## config.mk

```make
export PLATFORM = sky130hd
export DESIGN_NAME = bf_sequencer_flat
export DESIGN_NICKNAME = d
export VERILOG_FILES = /design/src/rtl/bf_sequencer_if.sv /design/src/rtl/bf_sequencer.sv /design/src/flat_wrapper.sv
export SDC_FILE = /design/constraint.sdc
export NUM_CORES = 1
export LEC_CHECK = 0
export ABC_AREA = 1
export CORE_UTILIZATION = 30
export DETAILED_ROUTE_END_ITERATION = 8
export MAX_ROUTING_LAYER = met4
export PLACE_DENSITY_LB_ADDON = 0.05
export SKIP_CTS_REPAIR_TIMING = 1
export SYNTH_ARGS = -nofsm -noshare
export SYNTH_HDL_FRONTEND = slang
export SYNTH_SLANG_ARGS = --single-unit
```

## constraint.sdc

```tcl
create_clock -name clk -period 1.84 [get_ports clk]
set_input_delay 0.368 -clock clk [delete_from_list [all_inputs] [get_ports clk]]
set_output_delay 0.368 -clock clk [all_outputs]
set_load 0.05 [all_outputs]
```

## src/rtl/bf_sequencer_if.sv

```systemverilog
// bf_sequencer_if
//  Bundles the sequencer's three buses: program ROM fetch, tape datapath strobes,
//  and the host byte I/O handshakes.
//  master : sequencer side (drives address/strobes/handshake outputs)
//  slave  : environment side (ROM, tape datapath, host)
interface bf_sequencer_if #(
  parameter int PC_W   = 8,
  parameter int DATA_W = 8
);
  // program ROM
  logic [PC_W-1:0]   pc_addr;
  logic              prog_re;
  logic [3:0]        instr;
  // tape datapath
  logic              t_next, t_prev, t_inc, t_dec, t_rd, t_wr;
  logic [DATA_W-1:0] t_rdata;
  logic [DATA_W-1:0] t_wdata;
  // host output / input
  logic              out_valid, out_ready;
  logic [DATA_W-1:0] out_data;
  logic              in_valid, in_ready;
  logic [DATA_W-1:0] in_data;

  modport master (
    output pc_addr, prog_re, t_next, t_prev, t_inc, t_dec, t_rd, t_wr, t_wdata,
           out_valid, out_data, in_ready,
    input  instr, t_rdata, out_ready, in_valid, in_data
  );
  modport slave (
    input  pc_addr, prog_re, t_next, t_prev, t_inc, t_dec, t_rd, t_wr, t_wdata,
           out_valid, out_data, in_ready,
    output instr, t_rdata, out_ready, in_valid, in_data
  );
endinterface

```

## src/rtl/bf_sequencer.sv

```systemverilog
// bf_sequencer
//  Instruction sequencer for the 8-op tape machine. Fetches 4-bit words from a
//  synchronous program ROM, decodes them into one-cycle tape strobes, runs the
//  host I/O handshakes and resolves '[' / ']' by scanning the program with a
//  bracket-depth counter.
//  Ports:
//   clk, rst  clock / synchronous active-high reset
//   start_i   begin execution from pc 0 (honoured only in IDLE/HALT/ERR)
//   bus       ROM, tape and host I/O signals (bf_sequencer_if.master)
//   busy_o    running (not IDLE/HALT/ERR)
//   halted_o  halt word reached
//   err_o     bracket mismatch / depth overflow, sticky until start or reset
module bf_sequencer #(
  parameter int PC_W    = 8,
  parameter int DATA_W  = 8,
  parameter int DEPTH_W = 4
) (
  input  logic             clk,
  input  logic             rst,
  input  logic             start_i,
  bf_sequencer_if.master   bus,
  output logic             busy_o,
  output logic             halted_o,
  output logic             err_o
);
  typedef enum logic [3:0] {
    S_IDLE, S_FETCH, S_DECODE, S_RDWAIT, S_OUT_HS, S_IN_HS,
    S_SCAN_F, S_SCAN_FC, S_SCAN_B, S_SCAN_BC, S_HALT, S_ERR
  } state_t;

  state_t              state_q, state_d;
  logic [PC_W-1:0]     pc_q, pc_d;
  logic [DEPTH_W-1:0]  depth_q, depth_d;
  logic [2:0]          op_q, op_d;
  logic [DATA_W-1:0]   out_data_q, out_data_d;
  logic                halted_q, halted_d;
  logic                err_q, err_d;

  logic [PC_W-1:0]     pc_inc, pc_dec;
  logic                pc_max, pc_zero, depth_max;
  logic                w_open, w_close;
  logic [DEPTH_W-1:0]  nd;

  assign pc_inc    = pc_q + 1'b1;
  assign pc_dec    = pc_q - 1'b1;
  assign pc_max    = &pc_q;
  assign pc_zero   = (pc_q == '0);
  assign depth_max = &depth_q;
  // halt words never count as brackets while scanning
  assign w_open    = !bus.instr[3] && (bus.instr[2:0] == 3'd6);
  assign w_close   = !bus.instr[3] && (bus.instr[2:0] == 3'd7);

  assign bus.pc_addr  = pc_q;
  assign bus.out_data = out_data_q;
  assign bus.t_wdata  = bus.in_data;
  assign halted_o     = halted_q;
  assign err_o        = err_q;
  assign busy_o       = !(state_q inside {S_IDLE, S_HALT, S_ERR});

  always_ff @(posedge clk) begin
    if (rst) begin
      state_q    <= S_IDLE;
      pc_q       <= '0;
      depth_q    <= '0;
      op_q       <= '0;
      out_data_q <= '0;
      halted_q   <= 1'b0;
      err_q      <= 1'b0;
    end else begin
      state_q    <= state_d;
      pc_q       <= pc_d;
      depth_q    <= depth_d;
      op_q       <= op_d;
      out_data_q <= out_data_d;
      halted_q   <= halted_d;
      err_q      <= err_d;
    end
  end

  always_comb begin
    state_d       = state_q;
    pc_d          = pc_q;
    depth_d       = depth_q;
    op_d          = op_q;
    out_data_d    = out_data_q;
    halted_d      = halted_q;
    err_d         = err_q;
    nd            = depth_q;
    bus.prog_re   = 1'b0;
    bus.t_next    = 1'b0;
    bus.t_prev    = 1'b0;
    bus.t_inc     = 1'b0;
    bus.t_dec     = 1'b0;
    bus.t_rd      = 1'b0;
    bus.t_wr      = 1'b0;
    bus.out_valid = 1'b0;
    bus.in_ready  = 1'b0;

    unique case (state_q)
      S_IDLE, S_HALT, S_ERR: begin
        if (start_i) begin
          pc_d     = '0;
          depth_d  = '0;
          halted_d = 1'b0;
          err_d    = 1'b0;
          state_d  = S_FETCH;
        end
      end
      S_FETCH: begin
        bus.prog_re = 1'b1;
        state_d     = S_DECODE;
      end
      S_DECODE: begin
        if (bus.instr[3]) begin
          halted_d = 1'b1;
          state_d  = S_HALT;
        end else begin
          op_d = bus.instr[2:0];
          unique case (bus.instr[2:0])
            3'd0: begin bus.t_next = 1'b1; pc_d = pc_inc; state_d = S_FETCH; end
            3'd1: begin bus.t_prev = 1'b1; pc_d = pc_inc; state_d = S_FETCH; end
            3'd2: begin bus.t_inc  = 1'b1; pc_d = pc_inc; state_d = S_FETCH; end
            3'd3: begin bus.t_dec  = 1'b1; pc_d = pc_inc; state_d = S_FETCH; end
            3'd5: state_d = S_IN_HS;
            default: begin bus.t_rd = 1'b1; state_d = S_RDWAIT; end  // '.', '[', ']'
          endcase
        end
      end
      S_RDWAIT: begin
        unique case (op_q)
          3'd4: begin
            out_data_d = bus.t_rdata;
            state_d    = S_OUT_HS;
          end
          3'd6: begin
            if (bus.t_rdata != '0) begin
              pc_d = pc_inc; state_d = S_FETCH;
            end else if (pc_max) begin
              err_d = 1'b1; state_d = S_ERR;
            end else begin
              depth_d = 1; pc_d = pc_inc; state_d = S_SCAN_F;
            end
          end
          3'd7: begin
            if (bus.t_rdata == '0) begin
              pc_d = pc_inc; state_d = S_FETCH;
            end else if (pc_zero) begin
              err_d = 1'b1; state_d = S_ERR;
            end else begin
              depth_d = 1; pc_d = pc_dec; state_d = S_SCAN_B;
            end
          end
          default: state_d = S_FETCH;
        endcase
      end
      S_OUT_HS: begin
        bus.out_valid = 1'b1;
        if (bus.out_ready) begin pc_d = pc_inc; state_d = S_FETCH; end
      end
      S_IN_HS: begin
        bus.in_ready = 1'b1;
        if (bus.in_valid) begin
          bus.t_wr = 1'b1; pc_d = pc_inc; state_d = S_FETCH;
        end
      end
      S_SCAN_F, S_SCAN_B: begin
        bus.prog_re = 1'b1;
        state_d     = (state_q == S_SCAN_F) ? S_SCAN_FC : S_SCAN_BC;
      end
      S_SCAN_FC, S_SCAN_BC: begin
        // same counter both directions; only which bracket nests flips
        if ((state_q == S_SCAN_FC) ? w_open : w_close) begin
          nd = depth_q + 1'b1;
        end else if ((state_q == S_SCAN_FC) ? w_close : w_open) begin
          nd = depth_q - 1'b1;
        end
        depth_d = nd;
        if (((state_q == S_SCAN_FC) ? w_open : w_close) && depth_max) begin
          err_d = 1'b1; state_d = S_ERR;
        end else if (nd == '0) begin
          // matching bracket found: resume just past it
          pc_d = pc_inc; state_d = S_FETCH;
        end else if (state_q == S_SCAN_FC) begin
          if (pc_max) begin err_d = 1'b1; state_d = S_ERR; end
          else begin pc_d = pc_inc; state_d = S_SCAN_F; end
        end else begin
          if (pc_zero) begin err_d = 1'b1; state_d = S_ERR; end
          else begin pc_d = pc_dec; state_d = S_SCAN_B; end
        end
      end
      default: state_d = S_IDLE;
    endcase
  end
endmodule

```

## src/flat_wrapper.sv

```systemverilog
// flat-port wrapper written by rule: the top's interface ports become plain ports
module bf_sequencer_flat 
#(
  parameter int PC_W    = 8,
  parameter int DATA_W  = 8,
  parameter int DEPTH_W = 4
)
  (clk, rst, start_i, busy_o, halted_o, err_o, bus_pc_addr, bus_prog_re, bus_t_next, bus_t_prev, bus_t_inc, bus_t_dec, bus_t_rd, bus_t_wr, bus_t_wdata, bus_out_valid, bus_out_data, bus_in_ready, bus_instr, bus_t_rdata, bus_out_ready, bus_in_valid, bus_in_data);
  bf_sequencer_if #(.PC_W(PC_W), .DATA_W(DATA_W)) bus_i ();
  input  logic clk;
  input  logic rst;
  input  logic start_i;
  output logic busy_o;
  output logic halted_o;
  output logic err_o;
  output wire logic [$bits(bus_i.pc_addr)-1:0] bus_pc_addr;
  output wire logic [$bits(bus_i.prog_re)-1:0] bus_prog_re;
  output wire logic [$bits(bus_i.t_next)-1:0] bus_t_next;
  output wire logic [$bits(bus_i.t_prev)-1:0] bus_t_prev;
  output wire logic [$bits(bus_i.t_inc)-1:0] bus_t_inc;
  output wire logic [$bits(bus_i.t_dec)-1:0] bus_t_dec;
  output wire logic [$bits(bus_i.t_rd)-1:0] bus_t_rd;
  output wire logic [$bits(bus_i.t_wr)-1:0] bus_t_wr;
  output wire logic [$bits(bus_i.t_wdata)-1:0] bus_t_wdata;
  output wire logic [$bits(bus_i.out_valid)-1:0] bus_out_valid;
  output wire logic [$bits(bus_i.out_data)-1:0] bus_out_data;
  output wire logic [$bits(bus_i.in_ready)-1:0] bus_in_ready;
  input wire logic [$bits(bus_i.instr)-1:0] bus_instr;
  input wire logic [$bits(bus_i.t_rdata)-1:0] bus_t_rdata;
  input wire logic [$bits(bus_i.out_ready)-1:0] bus_out_ready;
  input wire logic [$bits(bus_i.in_valid)-1:0] bus_in_valid;
  input wire logic [$bits(bus_i.in_data)-1:0] bus_in_data;
  assign bus_pc_addr = bus_i.pc_addr;
  assign bus_prog_re = bus_i.prog_re;
  assign bus_t_next = bus_i.t_next;
  assign bus_t_prev = bus_i.t_prev;
  assign bus_t_inc = bus_i.t_inc;
  assign bus_t_dec = bus_i.t_dec;
  assign bus_t_rd = bus_i.t_rd;
  assign bus_t_wr = bus_i.t_wr;
  assign bus_t_wdata = bus_i.t_wdata;
  assign bus_out_valid = bus_i.out_valid;
  assign bus_out_data = bus_i.out_data;
  assign bus_in_ready = bus_i.in_ready;
  assign bus_i.instr = bus_instr;
  assign bus_i.t_rdata = bus_t_rdata;
  assign bus_i.out_ready = bus_out_ready;
  assign bus_i.in_valid = bus_in_valid;
  assign bus_i.in_data = bus_in_data;
  bf_sequencer #(.PC_W(PC_W), .DATA_W(DATA_W), .DEPTH_W(DEPTH_W)) u_core (.clk(clk), .rst(rst), .start_i(start_i), .bus(bus_i), .busy_o(busy_o), .halted_o(halted_o), .err_o(err_o));
endmodule
```

==> reports/summary.md, run 1 <==
* **outcome** finished with violations
* **violated checks** negative setup slack
* **final HPWL from detailed placement** 8.37 mm
* **Clock Sinks** 29
* **number of levels the H-tree was split into** 2
* **standard cell core area** 9200 sq um
* **Synth Area in Adders** 2.20%
* **count of yosys warnings during synthesis** 0
* **maximum number of pins on one net before global-route repair** 16
* **DR vias** 3,661
* **global route overflow** 0
* **post-synth top area cell** dfxtp_1
* **count leader, synth** nand2_1
* **first-pass GRT wire length** 16.4 mm
* **kind of start point of the critical path** register
* **synthesized-area fraction occupied by ao, oa, aoi and oai cells** 16.1%
* **Avg Synthesized Cell Area** 5.84 sq um
* **Die Wd** 99.3 um
* **worst-path cell with the longest stage delay** dfxtp_2
* **ratio of cells with drive above 1 in the final layout** 38.1%
* **Seq. cell area** 612 sq um
* **initial standard-cell utilization of the core** 30.9%
* **DRC violation total after the first TritonRoute iteration** 134
* **leakage power** 2.26 nW
* **slack of the critical path** -0.315 ns
* **total detailed-routing wirelength** 10.5 mm
* **largest cells by area after synthesis** dfxtp_1 20%, nand2_1 16%, nor2_1 9.4%
* **total of fill cells in the finished design** 961
* **mux cell area share after synthesis** 0%
* **GRT Total Usage** 21.8%
* **CTS Buffer Depth** 2
* **worst path arrival time** 1.79 ns
* **count of distinct cell types in the synthesized netlist** 39
* **flip-flop and latch count after synthesis** 29
* **die outline height** 99.3 um
* **total power density per cell area** 948 nW/um^2
* **number of flops mapped to enable cells by yosys** 0
* **Placed Cells** 722
* **Worst Path Required** 1.47 ns
* **crit path time final** 2.15 ns
* **Post-synth ARST share** 0%
* **multi-input logic area** 2160 sq um
* **per-cell routed wire length** 14.0 um
* **number of antenna violations at the first check in global routing** 0
* **Synth-to-Final Area Change** 65.4%
* **Max IR drop VDD** 0.523 mV
* **main combinational cell family by area after synthesis** simple AND/OR/NAND/NOR gates
* **mean number of vias per cell** 4.89
* **number of standard cells in the final layout excluding fillers** 748
* **worst hold path type** register to register
* **Final Max Slew Viols** 0
* **cells after synthesis** 486
* **count of buffers inserted at the top-level ports** 44
* **gpl congestion** 0.913
* **top cell type's share of synthesized area** 20.4%
* **post-synth design cell area** 2840 sq um
* **Synth Area in XOR/XNOR** 3.08%
* **setup repair after global routing missed its margin** true
* **total count of hold-check failures in the final report** 0
* **diode insertion count for antenna repair** 0
* **transition at the pin with the smallest max-transition slack** 0.490 ns
* **number of CTS-inserted buffers** 5
* **clock transition at the register clock pins on the worst setup and hold paths after CTS** 0.08 ns
* **maximum net fanout on the critical path** 4
* **post-layout util** 51.1%
* **Seq/Total Area, Yosys** 20.4%
* **clock root buffer** clkbuf_8
* **area fraction in and, or, nand and nor cells after synthesis** 45.3%
* **Post-Route Hold Slack** 0.480 ns
* **# DRC** 0
* **insertion delay to the later sink of the worst-skew pair** 0.28 ns
* **longest individual stage delay on the worst path** 0.33 ns
* **Worst Clk Skew** 0.00865 ns
* **number of core rows** 35
* **setup TNS after final layout** -3.24 ns
* **antenna violation net count after detailed routing** 0
* **share of the clock period used by the worst path** 117%
* **Placed Area** 4260 sq um
* **CTS tree** built
* **number of global-route vias before repair** 3,339
* **maximum frequency from static timing analysis** 464 MHz
* **length of the first detailed-routing pass in iterations** 4
* **final count of negative-setup-slack endpoints** 22
* **Post-Synthesis Net Count** 516
* **CP most frequent cell** nor2_4
* **tightest slew margin relative to the limit** 67.3%
* **max-cap viol count** 0
* **most common flop cell mapped by yosys** dfxtp_1
* **total non-filler cell area in the finished layout** 4700 sq um
* **critical path capture point type** output port
* **CP delay by family, top** simple AND/OR/NAND/NOR gates
* **count of buffer and inverter cells on the critical path** 6
* **top cell types by occurrence after synthesis** 119 x nand2_1, 71 x nor2_1, 58 x inv_1
* **die outline area** 9860 sq um
* **critical path, cell by cell** buf_6 -> nor2_4 -> inv_2 -> nor2_4 -> inv_2 -> nor2_4 -> inv_2 -> nor2_4 -> inv_4 -> nor3_4 -> buf_12
* **# IOs** 61
* **Final nets** 666
* **classification of the worst setup path** register to output port
## per-stage QoR
stage / power [mW] / setup slack (ns)
floorplan: 2.31 / -0.275
global placement: 3.52 / -0.646
detailed placement: 3.51 / -0.626
CTS: 4.10 / -0.518
global route: 4.75 / -0.409
finish: 4.45 / -0.315
## where the power goes
group	switching [mW]	total (mW)	internal, mW
Clock	0.264	0.569	0.305
Combinational	1.71	3.09	1.38
Sequential	0.0821	0.795	0.713
## cells in the final DEF (no fill, tap or decap), types with 2 or more instances in the layout
cell type / n
buf_4: 129
nand2_1: 107
nor2_1: 59
inv_1: 50
nand3_1: 46
o21ai_0: 26
dfxtp_1: 18
nand2_2: 17
a21oi_1: 17
clkdlybuf4s50_1: 14
a21oi_2: 11
buf_12: 11
nand4_1: 9
nor3_1: 8
nor2_4: 8
xor2_1: 8
inv_2: 7
dfxtp_4: 7
nand2_4: 6
nor2_2: 6
clkbuf_8: 6
buf_6: 6
nor3_4: 5
ha_1: 4
dlymetal6s2s_1: 4
dfxtp_2: 4
o21ai_1: 3
inv_4: 3
nor2_8: 3
o31ai_1: 3
o22ai_1: 3
nand3_2: 2
a211oi_2: 2
a31oi_2: 2
o211ai_1: 2
o2111ai_1: 2
clkbuf_1: 2
## worst min-delay path, stage by stage (launching register included)
cell,delay (ns)
dfxtp_1,0.32
nand2_1,0.07
a21oi_1,0.05
## layout make-up
type	count	share of cell area, %
tap	111	2.96
inverter	62	5.22
multi-input combinational	374	46.1
sequential	29	13.0
clock buffer	8	1.92
timing repair buffer	164	30.8
## registers in the layout, indices dropped and copies added, names as in the netlist
name and cells:
u_core.bus.out_data 8, u_core.depth_q 4, u_core.err_o 1, u_core.state_q 4
u_core.halted_o 1, u_core.bus.pc_addr 8, u_core.op_q 3
## cells by family after synthesis
group	Yosys count
AO/OA/AOI/OAI	77
XOR/XNOR	10
adder cells (fa/ha/maj)	5
buffers and inverters	83
flip-flops	29
AND/OR/NAND/NOR	282
## path summary, 6_finish.rpt
kind | from | slack, ns | cells after the start | end
worst max-delay path | u_core.state_q[3]$_SDFFE_PP0P_ | -0.31 | 11 | bus_t_next
worst min-delay path | u_core.depth_q[3]$_SDFFE_PP0P_ | 0.48 | 2 | u_core.depth_q[3]$_SDFFE_PP0P_
worst max register to register | u_core.state_q[3]$_SDFFE_PP0P_ | -0.18 | 14 | u_core.bus.pc_addr[2]$_SDFFE_PP0P_
worst min register to register | u_core.depth_q[3]$_SDFFE_PP0P_ | 0.48 | 2 | u_core.depth_q[3]$_SDFFE_PP0P_
## metal layers
layer	routed length (um)	vias to the layer above	share of wire, %	track usage, %
met1	4910	1717	47	27.0
met3	239	8	2.3	2.25
met2	5250	57	50	38.2
met4	89	0	0.85	4.64
met5	0	-	0	-
li1	-	1879	-	-
Power figures use the tool's default switching activity.
==> run 2, diff against run 1 <==
--- a/config.mk
+++ b/config.mk
@@ -10,6 +10,7 @@
 export DETAILED_ROUTE_END_ITERATION = 8
 export MAX_ROUTING_LAYER = met4
 export PLACE_DENSITY_LB_ADDON = 0.05
+export RECOVER_POWER = 50
 export SKIP_CTS_REPAIR_TIMING = 1
 export SYNTH_ARGS = -nofsm -noshare
 export SYNTH_HDL_FRONTEND = slang
==> reports/summary.md, run 2 (synthesis gave the netlist of run 1 again) <==
* **maximum number of pins on one net before global-route repair** 16, unchanged
* **internal reg-to-reg setup slack** -0.17 ns, about the same
* **reg-to-reg critical path startpoint** u_core.state_q[3]$_SDFFE_PP0P_
* **insertion delay to the later sink of the worst-skew pair** 0.29 ns, about the same
* **total non-filler cell area in the finished layout** 4650 sq um, -1.0%
* **global route overflow** 0, unchanged
* **Final Max Slew Viols** 0, unchanged
* **die outline area** 9860 sq um, unchanged
* **DR vias** 3,666, +0.14%
* **number of standard cells in the final layout excluding fillers** 748, unchanged
* **CTS Buffer Depth** 2, unchanged
* **worst-path cell with the longest stage delay** dfxtp_2
* **tightest slew margin relative to the limit** 58.3%, -8.9 points
* **count of buffers inserted at the top-level ports** 44, unchanged
* **highest-count cells in the layout ignoring fill and taps** 116 x buf_4, 107 x nand2_1, 59 x nor2_1
* **length of the first detailed-routing pass in iterations** 5, +1
* **Die Wd** 99.3 um, unchanged
* **Hold Crit Depth** 2, unchanged
* **number of CTS-inserted buffers** 5, unchanged
* **DRC violation total after the first TritonRoute iteration** 132, -1.5%
* **most common library cell in the layout ignoring fill and taps** buf_4
* **total count of hold-check failures in the final report** 0, unchanged
* **critical path, cell by cell** buf_6 -> nor2_4 -> inv_2 -> nor2_4 -> inv_2 -> nor2_4 -> inv_2 -> nor2_4 -> inv_4 -> nor3_4 -> buf_12
* **number of antenna violations at the first check in global routing** 0, unchanged
* **crit path time final** 2.15 ns, -0.00133 ns
* **number of cells on the worst reg-to-reg path** 14, unchanged
* **outcome** finished with violations
* **start point of the worst hold path** u_core.depth_q[3]$_SDFFE_PP0P_
* **transition at the pin with the smallest max-transition slack** 0.628 ns, +0.138 ns
* **initial standard-cell utilization of the core** 30.9%, unchanged
* **antenna violation net count after detailed routing** 0, unchanged
* **total of fill cells in the finished design** 970, +0.94%
* **kind of start point of the critical path** register
* **number of core rows** 35, unchanged
* **max-cap viol count** 0, unchanged
* **first-pass GRT wire length** 16.4 mm, unchanged
* **Critical R2R Capture** u_core.bus.pc_addr[2]$_SDFFE_PP0P_
* **final HPWL from detailed placement** 8.37 mm, unchanged
* **CP most frequent cell** nor2_4
* **mean number of vias per cell** 4.90, +0.14%
* **classification of the worst setup path** register to output port
* **total power density per cell area** 955 nW/um^2, +0.71%
* **Worst Clk Skew** 0.0108 ns, +0.00210 ns
* **per-cell routed wire length** 14.0 um, -0.10%
* **standard cell core area** 9200 sq um, unchanged
* **longest individual stage delay on the worst path** 0.33 ns, about the same
* **slack of the critical path** -0.314 ns, +0.00133 ns
* **total detailed-routing wirelength** 10.5 mm, -0.10%
* **# DRC** 0, unchanged
* **Final nets** 666, unchanged
* **GRT Total Usage** 21.8%, unchanged
* **setup repair after global routing missed its margin** true
* **Synth-to-Final Area Change** 63.7%
* **number of levels the H-tree was split into** 2, unchanged
* **diode insertion count for antenna repair** 0, unchanged
* **CTS tree** built
* **Clock Sinks** 29, unchanged
* **Placed Cells** 722, unchanged
* **maximum frequency from static timing analysis** 464 MHz, about the same
* **Worst Path Required** 1.47 ns, about the same
* **worst hold path type** register to register
* **crit path launch** u_core.state_q[3]$_SDFFE_PP0P_
* **maximum net fanout on the critical path** 4, unchanged
* **Placed Area** 4260 sq um, unchanged
* **critical path capture point type** output port
* **violated checks** negative setup slack
* **clock root buffer** clkbuf_8
* **Max IR drop VDD** 0.516 mV, -1.3%
* **final count of negative-setup-slack endpoints** 22, unchanged
* **# IOs** 61, unchanged
* **gpl congestion** 0.913, unchanged
* **die outline height** 99.3 um, unchanged
* **worst path arrival time** 1.79 ns, about the same
* **ratio of cells with drive above 1 in the final layout** 36.1%, -2.0 points
* **share of the clock period used by the worst path** 117%, about the same
* **clock transition at the register clock pins on the worst setup and hold paths after CTS** 0.08 ns, about the same
* **number of global-route vias before repair** 3,339, unchanged
* **Hold Path End** u_core.depth_q[3]$_SDFFE_PP0P_
* **leakage power** 2.21 nW, -2.4%
[run 2: cell count changes in the layout (fill, tap and decap cells not counted), sizes merged]
cell | before | now
clkbuf | 8 | 21
buf | 146 | 133
[run 2: per-stage QoR]
step	power (mW)	TNS, ns	utilization (%)	setup WS [ns]	hold WS, ns
after global placement	3.52	-10.10	46.3	-0.646	0.466
final	4.44	-3.21	50.5	-0.314	0.481
after CTS	4.10	-6.57	47.3	-0.518	0.482
after global routing	4.74	-5.77	50.5	-0.409	0.497
after detailed placement	3.51	-9.75	46.3	-0.626	0.470
after floorplan	2.31	-1.13	-	-0.275	0.421
[run 2: critical path, delay by kind of cell, from the launching register on]
kind / cells / cell delay (ns)
flip-flops: 1 / 0.33
AND/OR/NAND/NOR: 5 / 0.64
buffers and inverters: 6 / 0.54
[run 2: how the worst max path moves through the flow]
stage	slack [ns]	endpoint
after floorplan	-0.27	bus_t_inc
after global placement	-0.65	u_core.state_q[1]$_SDFFE_PP0P_
after detailed placement	-0.63	u_core.state_q[1]$_SDFFE_PP0P_
after CTS	-0.52	bus_t_next
after global routing	-0.41	bus_t_next
final	-0.31	bus_t_next
[run 2: power breakdown]
group | leakage [nW] | internal (mW) | switching (mW)
clock network | 0.0455 | 0.305 | 0.266
registers | 0.242 | 0.713 | 0.0818
logic | 1.92 | 1.37 | 1.70
total | 2.21 | 2.39 | 2.05
[run 2: layout make-up]
class / count / area [sq um] / share of cell area, %
clock buffer: 8 / 90.1 / 1.94
timing repair buffer: 164 / 1400 / 30.1
multi-input combinational: 374 / 2160 / 46.6
tap: 111 / 139 / 2.99
inverter: 62 / 245 / 5.28
sequential: 29 / 612 / 13.2
[run 2: metal layers]
| metal | vias to the layer above | wire length [um] | share of wire (%) | GRT usage (%) |
|---|---|---|---|---|
| li1 | 1880 | - | - | - |
| met1 | 1719 | 4890 | 47 | 27.0 |
| met2 | 57 | 5210 | 50 | 38.2 |
| met4 | 0 | 103 | 0.98 | 4.64 |
| met5 | - | 0 | 0 | - |
| met3 | 10 | 268 | 2.6 | 2.25 |
